### src/rtl/hsst_frame_pkg.sv
// Shared constants and FSM state type for the HSST TX framer.
// K-codes sit in byte 0; the upper three bytes are filler data.
package hsst_frame_pkg;

    localparam logic [7:0] K28_5 = 8'hBC;
    localparam logic [7:0] K27_7 = 8'hFB;
    localparam logic [7:0] K29_7 = 8'hFD;

    localparam logic [31:0] IDLE_WORD_DEF = {24'h5050_50, K28_5};
    localparam logic [31:0] SOF_WORD_DEF  = {24'h5555_55, K27_7};
    localparam logic [31:0] EOF_WORD_DEF  = {24'h5555_55, K29_7};

    localparam logic [3:0] K_BYTE0 = 4'b0001;
    localparam logic [3:0] K_NONE  = 4'b0000;

    typedef enum logic [2:0] {
        ST_IDLE,
        ST_SOF,
        ST_HDR,
        ST_PAYLOAD,
        ST_CSUM,
        ST_EOF
    } state_e;

endpackage

### src/rtl/hsst_frame_csum.sv
// Payload checksum: 32-bit wrap-around accumulator.
// Ports: clk, tb_rst (async, active-high), clr_i / en_i (sync), data_i, sum_o.
module hsst_frame_csum (
    input  logic        clk,
    input  logic        tb_rst,
    input  logic        clr_i,
    input  logic        en_i,
    input  logic [31:0] data_i,
    output logic [31:0] sum_o
);

    logic [31:0] sum_q;
    logic [31:0] sum_d;

    // Clear wins over enable; carries out of bit 31 are dropped.
    always_comb begin
        sum_d = sum_q;
        if (clr_i) begin
            sum_d = '0;
        end else if (en_i) begin
            sum_d = sum_q + data_i;
        end
    end

    always_ff @(posedge clk or posedge tb_rst) begin
        if (tb_rst) begin
            sum_q <= '0;
        end else begin
            sum_q <= sum_d;
        end
    end

    assign sum_o = sum_q;

endmodule

### src/rtl/hsst_tx_framer.sv
// Packet framer: FIFO read side -> HSST TX lane (SOF, HDR, payload, CSUM, EOF).
// Ports: clk, tb_rst; fifo_rd_data/_empty/_water_level in, fifo_rd_en out;
// tx_data/tx_k registered lane outputs; frame_cnt; sticky underrun_err.
module hsst_tx_framer
    import hsst_frame_pkg::*;
#(
    parameter int          PKT_WORDS = 256,
    parameter int          WL_WIDTH  = 12,
    parameter logic [31:0] IDLE_WORD = IDLE_WORD_DEF,
    parameter logic [31:0] SOF_WORD  = SOF_WORD_DEF,
    parameter logic [31:0] EOF_WORD  = EOF_WORD_DEF
) (
    input  logic                clk,
    input  logic                tb_rst,
    input  logic [31:0]         fifo_rd_data,
    input  logic                fifo_rd_empty,
    input  logic [WL_WIDTH-1:0] fifo_rd_water_level,
    output logic                fifo_rd_en,
    output logic [31:0]         tx_data,
    output logic [3:0]          tx_k,
    output logic [15:0]         frame_cnt,
    output logic                underrun_err
);

    localparam logic [10:0]         LAST_W = 11'(PKT_WORDS - 1);
    localparam logic [15:0]         PKT16  = 16'(PKT_WORDS);
    localparam logic [WL_WIDTH-1:0] PKT_WL = WL_WIDTH'(PKT_WORDS);

    state_e      state_q;
    state_e      state_d;
    logic [10:0] wcnt_q;
    logic [10:0] wcnt_d;
    logic [31:0] tx_data_q;
    logic [31:0] tx_data_d;
    logic [3:0]  tx_k_q;
    logic [3:0]  tx_k_d;
    logic [15:0] frame_cnt_q;
    logic [15:0] frame_cnt_d;
    logic        underrun_q;
    logic        underrun_d;

    logic        rd_en;
    logic        csum_clr;
    logic        csum_en;
    logic [31:0] csum;
    logic        start;

    // Only launch once a whole packet is buffered, so PAYLOAD never waits.
    assign start = (fifo_rd_water_level >= PKT_WL) && !fifo_rd_empty;

    hsst_frame_csum u_csum (
        .clk    (clk),
        .tb_rst (tb_rst),
        .clr_i  (csum_clr),
        .en_i   (csum_en),
        .data_i (fifo_rd_data),
        .sum_o  (csum)
    );

    always_comb begin
        state_d     = state_q;
        wcnt_d      = wcnt_q;
        tx_data_d   = IDLE_WORD;
        tx_k_d      = K_BYTE0;
        frame_cnt_d = frame_cnt_q;
        rd_en       = 1'b0;
        csum_clr    = 1'b0;
        csum_en     = 1'b0;
        unique case (state_q)
            ST_IDLE: begin
                if (start) begin
                    state_d = ST_SOF;
                end
            end
            ST_SOF: begin
                tx_data_d = SOF_WORD;
                state_d   = ST_HDR;
            end
            ST_HDR: begin
                // Read for word 0 issued here; data lands in PAYLOAD.
                tx_data_d = {frame_cnt_q, PKT16};
                tx_k_d    = K_NONE;
                rd_en     = 1'b1;
                csum_clr  = 1'b1;
                wcnt_d    = '0;
                state_d   = ST_PAYLOAD;
            end
            ST_PAYLOAD: begin
                tx_data_d = fifo_rd_data;
                tx_k_d    = K_NONE;
                csum_en   = 1'b1;
                // Reads run one word ahead, so the last word needs none.
                if (wcnt_q < LAST_W) begin
                    rd_en  = 1'b1;
                    wcnt_d = wcnt_q + 11'd1;
                end else begin
                    state_d = ST_CSUM;
                end
            end
            ST_CSUM: begin
                tx_data_d = csum;
                tx_k_d    = K_NONE;
                state_d   = ST_EOF;
            end
            ST_EOF: begin
                tx_data_d   = EOF_WORD;
                frame_cnt_d = frame_cnt_q + 16'd1;
                state_d     = ST_IDLE;
            end
            default: begin
                state_d = ST_IDLE;
            end
        endcase
    end

    assign underrun_d = underrun_q | (rd_en & fifo_rd_empty);

    always_ff @(posedge clk or posedge tb_rst) begin
        if (tb_rst) begin
            state_q     <= ST_IDLE;
            wcnt_q      <= '0;
            tx_data_q   <= IDLE_WORD;
            tx_k_q      <= K_BYTE0;
            frame_cnt_q <= '0;
            underrun_q  <= 1'b0;
        end else begin
            state_q     <= state_d;
            wcnt_q      <= wcnt_d;
            tx_data_q   <= tx_data_d;
            tx_k_q      <= tx_k_d;
            frame_cnt_q <= frame_cnt_d;
            underrun_q  <= underrun_d;
        end
    end

    assign fifo_rd_en   = rd_en;
    assign tx_data      = tx_data_q;
    assign tx_k         = tx_k_q;
    assign frame_cnt    = frame_cnt_q;
    assign underrun_err = underrun_q;

endmodule

### config.mk
export PLATFORM = sky130hd
export DESIGN_NAME = hsst_tx_framer
export DESIGN_NICKNAME = d
export VERILOG_FILES = /design/src/rtl/hsst_frame_pkg.sv /design/src/rtl/hsst_frame_csum.sv /design/src/rtl/hsst_tx_framer.sv
export SDC_FILE = /design/constraint.sdc
export NUM_CORES = 1
export LEC_CHECK = 0
export ABC_CLOCK_PERIOD_IN_PS = 6190
export BUFFER_PORTS_ARGS = -buffer_cell sky130_fd_sc_hd__buf_2
export CAP_MARGIN = 20
export CORE_MARGIN = 2
export CORE_UTILIZATION = 35
export DETAILED_ROUTE_END_ITERATION = 12
export PLACE_DENSITY_LB_ADDON = 0.2
export SYNTH_ARGS = -nofsm -noshare
export SYNTH_HDL_FRONTEND = slang
export SYNTH_SLANG_ARGS = --single-unit
### constraint.sdc
create_clock -name clk -period 6.19 [get_ports clk]
set_input_delay 0.9285 -clock clk [delete_from_list [all_inputs] [get_ports clk]]
set_output_delay 0.9285 -clock clk [all_outputs]
set_load 0.02 [all_outputs]
==> reports/results.ini <==
[placement]
dp_slack_ps = 2430
dp_hpwl_mm = 11.6
globalplace.congestion = 0.908
placedInstanceArea_um2 = 6430
port_buffers = 89

[setup_path]
crit_required_ps = 5260
worst_setup_path_end_kind = output port
worstSetupPathType = reg -> out
cp_max_fo = 19
r2r_cells = 8
cp.arrival_ps = 3180
crit_path_start_kind = register

[layout]
final_cell_mix = 89 x buf_2, 84 x dfrtp_1, 59 x nor2_1
final_core_util_pct = 41.3
diodes = 0
area_delta_synth_final_pct = 16.6
final_cell_area_um2 = 6770
drive_above_1_share_pct = 19.0
final_common_cell = buf_2
finalNetCount = 777
n_fill_cell = 1679

[timing]
setup_viol = 0
max_clock_freq_ghz = 0.243
finalCritPeriodShare_pct = 66.4
fin_crit_ps = 4110
skew_ps = 12.5
rsz0062_at_grt = false
finalSetupTns_ps = 0
slew_headroom_pct = 30.8
worst_pin_slew_ps = 1030
fin_ws_ps = 2080
slew_violations = 0
final-hold-violation-count = 0

[clock_network]
clock_latency_ps = 360
tritoncts = done
post_cts_resize_count = 0
cts_setup_buffers = 0
clk_pin_slew_ps = 60
cts_buffer_depth = 2
ctsHtreeMaxLevel = 3
hold_buffers = 0
cts-root-buf = clkbuf_16
cts_buffers = 9
cts.sinks = 96

[power_and_ir_drop]
clockPowerShare_pct = 17.5
swShare_pct = 44.9
peakVddDrop_mv = 0.216
p_leak_nw = 3.16
cellPowerDensity_nw_per_um2 = 548
combinationalPowerShare_pct = 54.2
p_seq_share_pct = 28.2
p_int_mw = 2.05
fin_total_pwr_mw = 3.71
p_sw_mw = 1.67

[global_routing]
grt_max_degree = 72
grt_pass1_vias = 4901
grt_usage_pct = 19.0
overflow = 0
antenna_found_initial = 0
grt_pass1_wl_mm = 26.6

[drt]
viasPerCell = 5.52
ant_nets = 0
dr.pass1.iters = 5
dr_total_vias = 5079
drtIter0Drc = 383
drt-total-wl_mm = 16.4
drc = 0
routedWlPerCell_um = 17.9

[logic_synthesis]
ys_seq_area_share_pct = 41.6
synth_edf_count = 0
async_flop_share_pct = 100
ys_seq_elements = 96
syn_area_per_cell_um2 = 9.42
synth.distinct_cells = 72
synth_cells = 617
synth-main-ff-cell = dfrtp_1
synth_area_um2 = 5810
yosys_warnings = 0

[status]
status = finished, final reports clean

[worst_hold_path]
hold_depth = 1
holdCritPathClass = reg -> reg

[die]
die-area_um2 = 17600
initial_utilization_pct = 35.4
row_count = 47
die_w_um = 133
core_um2 = 16400
ios = 101
die_y_um = 133

[flow_run]
drv_cap = 0

==> cells by family after synthesis <==
logic type,Yosys count,share of synthesized area (%)
muxes,2,0.366
AOI/OAI and AO/OA,220,25.7
xor gates and xnor gates,44,6.63
adders and majority gates,35,7.67
buffers and inverters,49,3.92
and+or+nand+nor,170,14.1
DFF,96,41.6
other,1,0.0645
==> per-stage QoR <==
| step | cells | hold slack [ps] |
|---|---|---|
| finish | 920 | 455 |
| global route | 920 | 495 |
| CTS | 920 | 455 |
| detailed placement | 904 | 440 |
| global placement | 904 | 434 |
| floorplan | 619 | 454 |
==> synth_stat cells (all sizes together), types with 4 or more instances <==
cell     n  area, um2
xnor2   26        228
buf      7       50.0
o21a    10       75.1
a21boi  10       75.1
dfstp   12        315
a22oi   19        143
inv     17       63.8
nor2    59        221
nor4     4       25.0
a221oi   4       35.0
a211oi   6       45.0
nand2b   5       31.3
a211o    5       43.8
ha      34        425
a22o    19        166
nand3b   4       30.0
a21oi   57        285
o211ai   5       37.5
and2     5       35.0
o21ai   38        190
xor2    18        158
o31ai    5       37.5
nor3     9       45.0
nor2b    5       31.3
nand3   16       80.1
clkbuf  23        101
a21o    15        113
nand4    9       56.3
dfrtp   84       2100
nand2   40        150
==> state kept, by name, summed over array words and instances (netlist names) <==
register / count
frame_cnt: 16
state_q: 3
tx_data: 32
tx_k: 1
u_csum.sum_o: 32
underrun_err: 1
wcnt_q: 11
==> layout make-up <==
type                    instances  area, um2  share of cell area [%]
flip-flops and latches         96       2420                    35.7
clock buffers                  11        233                    3.44
clock inverters                 5        106                    1.57
inverters                      18       70.1                    1.03
well taps                     220        275                    4.06
repair buffers                 96        498                    7.35
multi-input cells             474       3170                    46.9
==> final timing paths <==
path	startpoint	end	slack, ps
hold / removal	underrun_err	underrun_err	460
setup / recovery	state_q[2]	fifo_rd_en	2080
hold reg to reg	underrun_err	underrun_err	460
max in group asynchronous	tb_rst	wcnt_q[6]	4380
setup reg to reg	state_q[2]	u_csum.sum_o[29]	2410
min in group asynchronous	tb_rst	frame_cnt[2]	540
==> worst max-delay path: stages, from the launching register on <==
cell	delay, ps
dfrtp_1	670
clkinv_1	610
ha_1	540
inv_1	630
nor2_1	170
buf_2	210
==> power groups by stage <==
stage / clock (mW) / sequential (mW) / combinational (mW)
finish: 0.652 / 1.05 / 2.02
global route: 0.685 / 1.08 / 2.24
CTS: 0.661 / 1.05 / 2.01
detailed placement: 0 / 1.06 / 2.00
global placement: 0 / 1.05 / 1.97
floorplan: 0 / 1.13 / 1.41
==> metal layers <==
| metal | global-route usage (%) | wire [um] | share of wire [%] | vias to the layer above |
|---|---|---|---|---|
| met5 | 0 | 0 | 0 | - |
| met1 | 26.4 | 7820 | 48 | 2502 |
| met4 | 6.93 | 323 | 2.0 | 0 |
| met3 | 2.80 | 617 | 3.8 | 22 |
| met2 | 30.4 | 7660 | 47 | 130 |
| li1 | - | - | - | 2425 |
(Power assumes the default switching activity.)
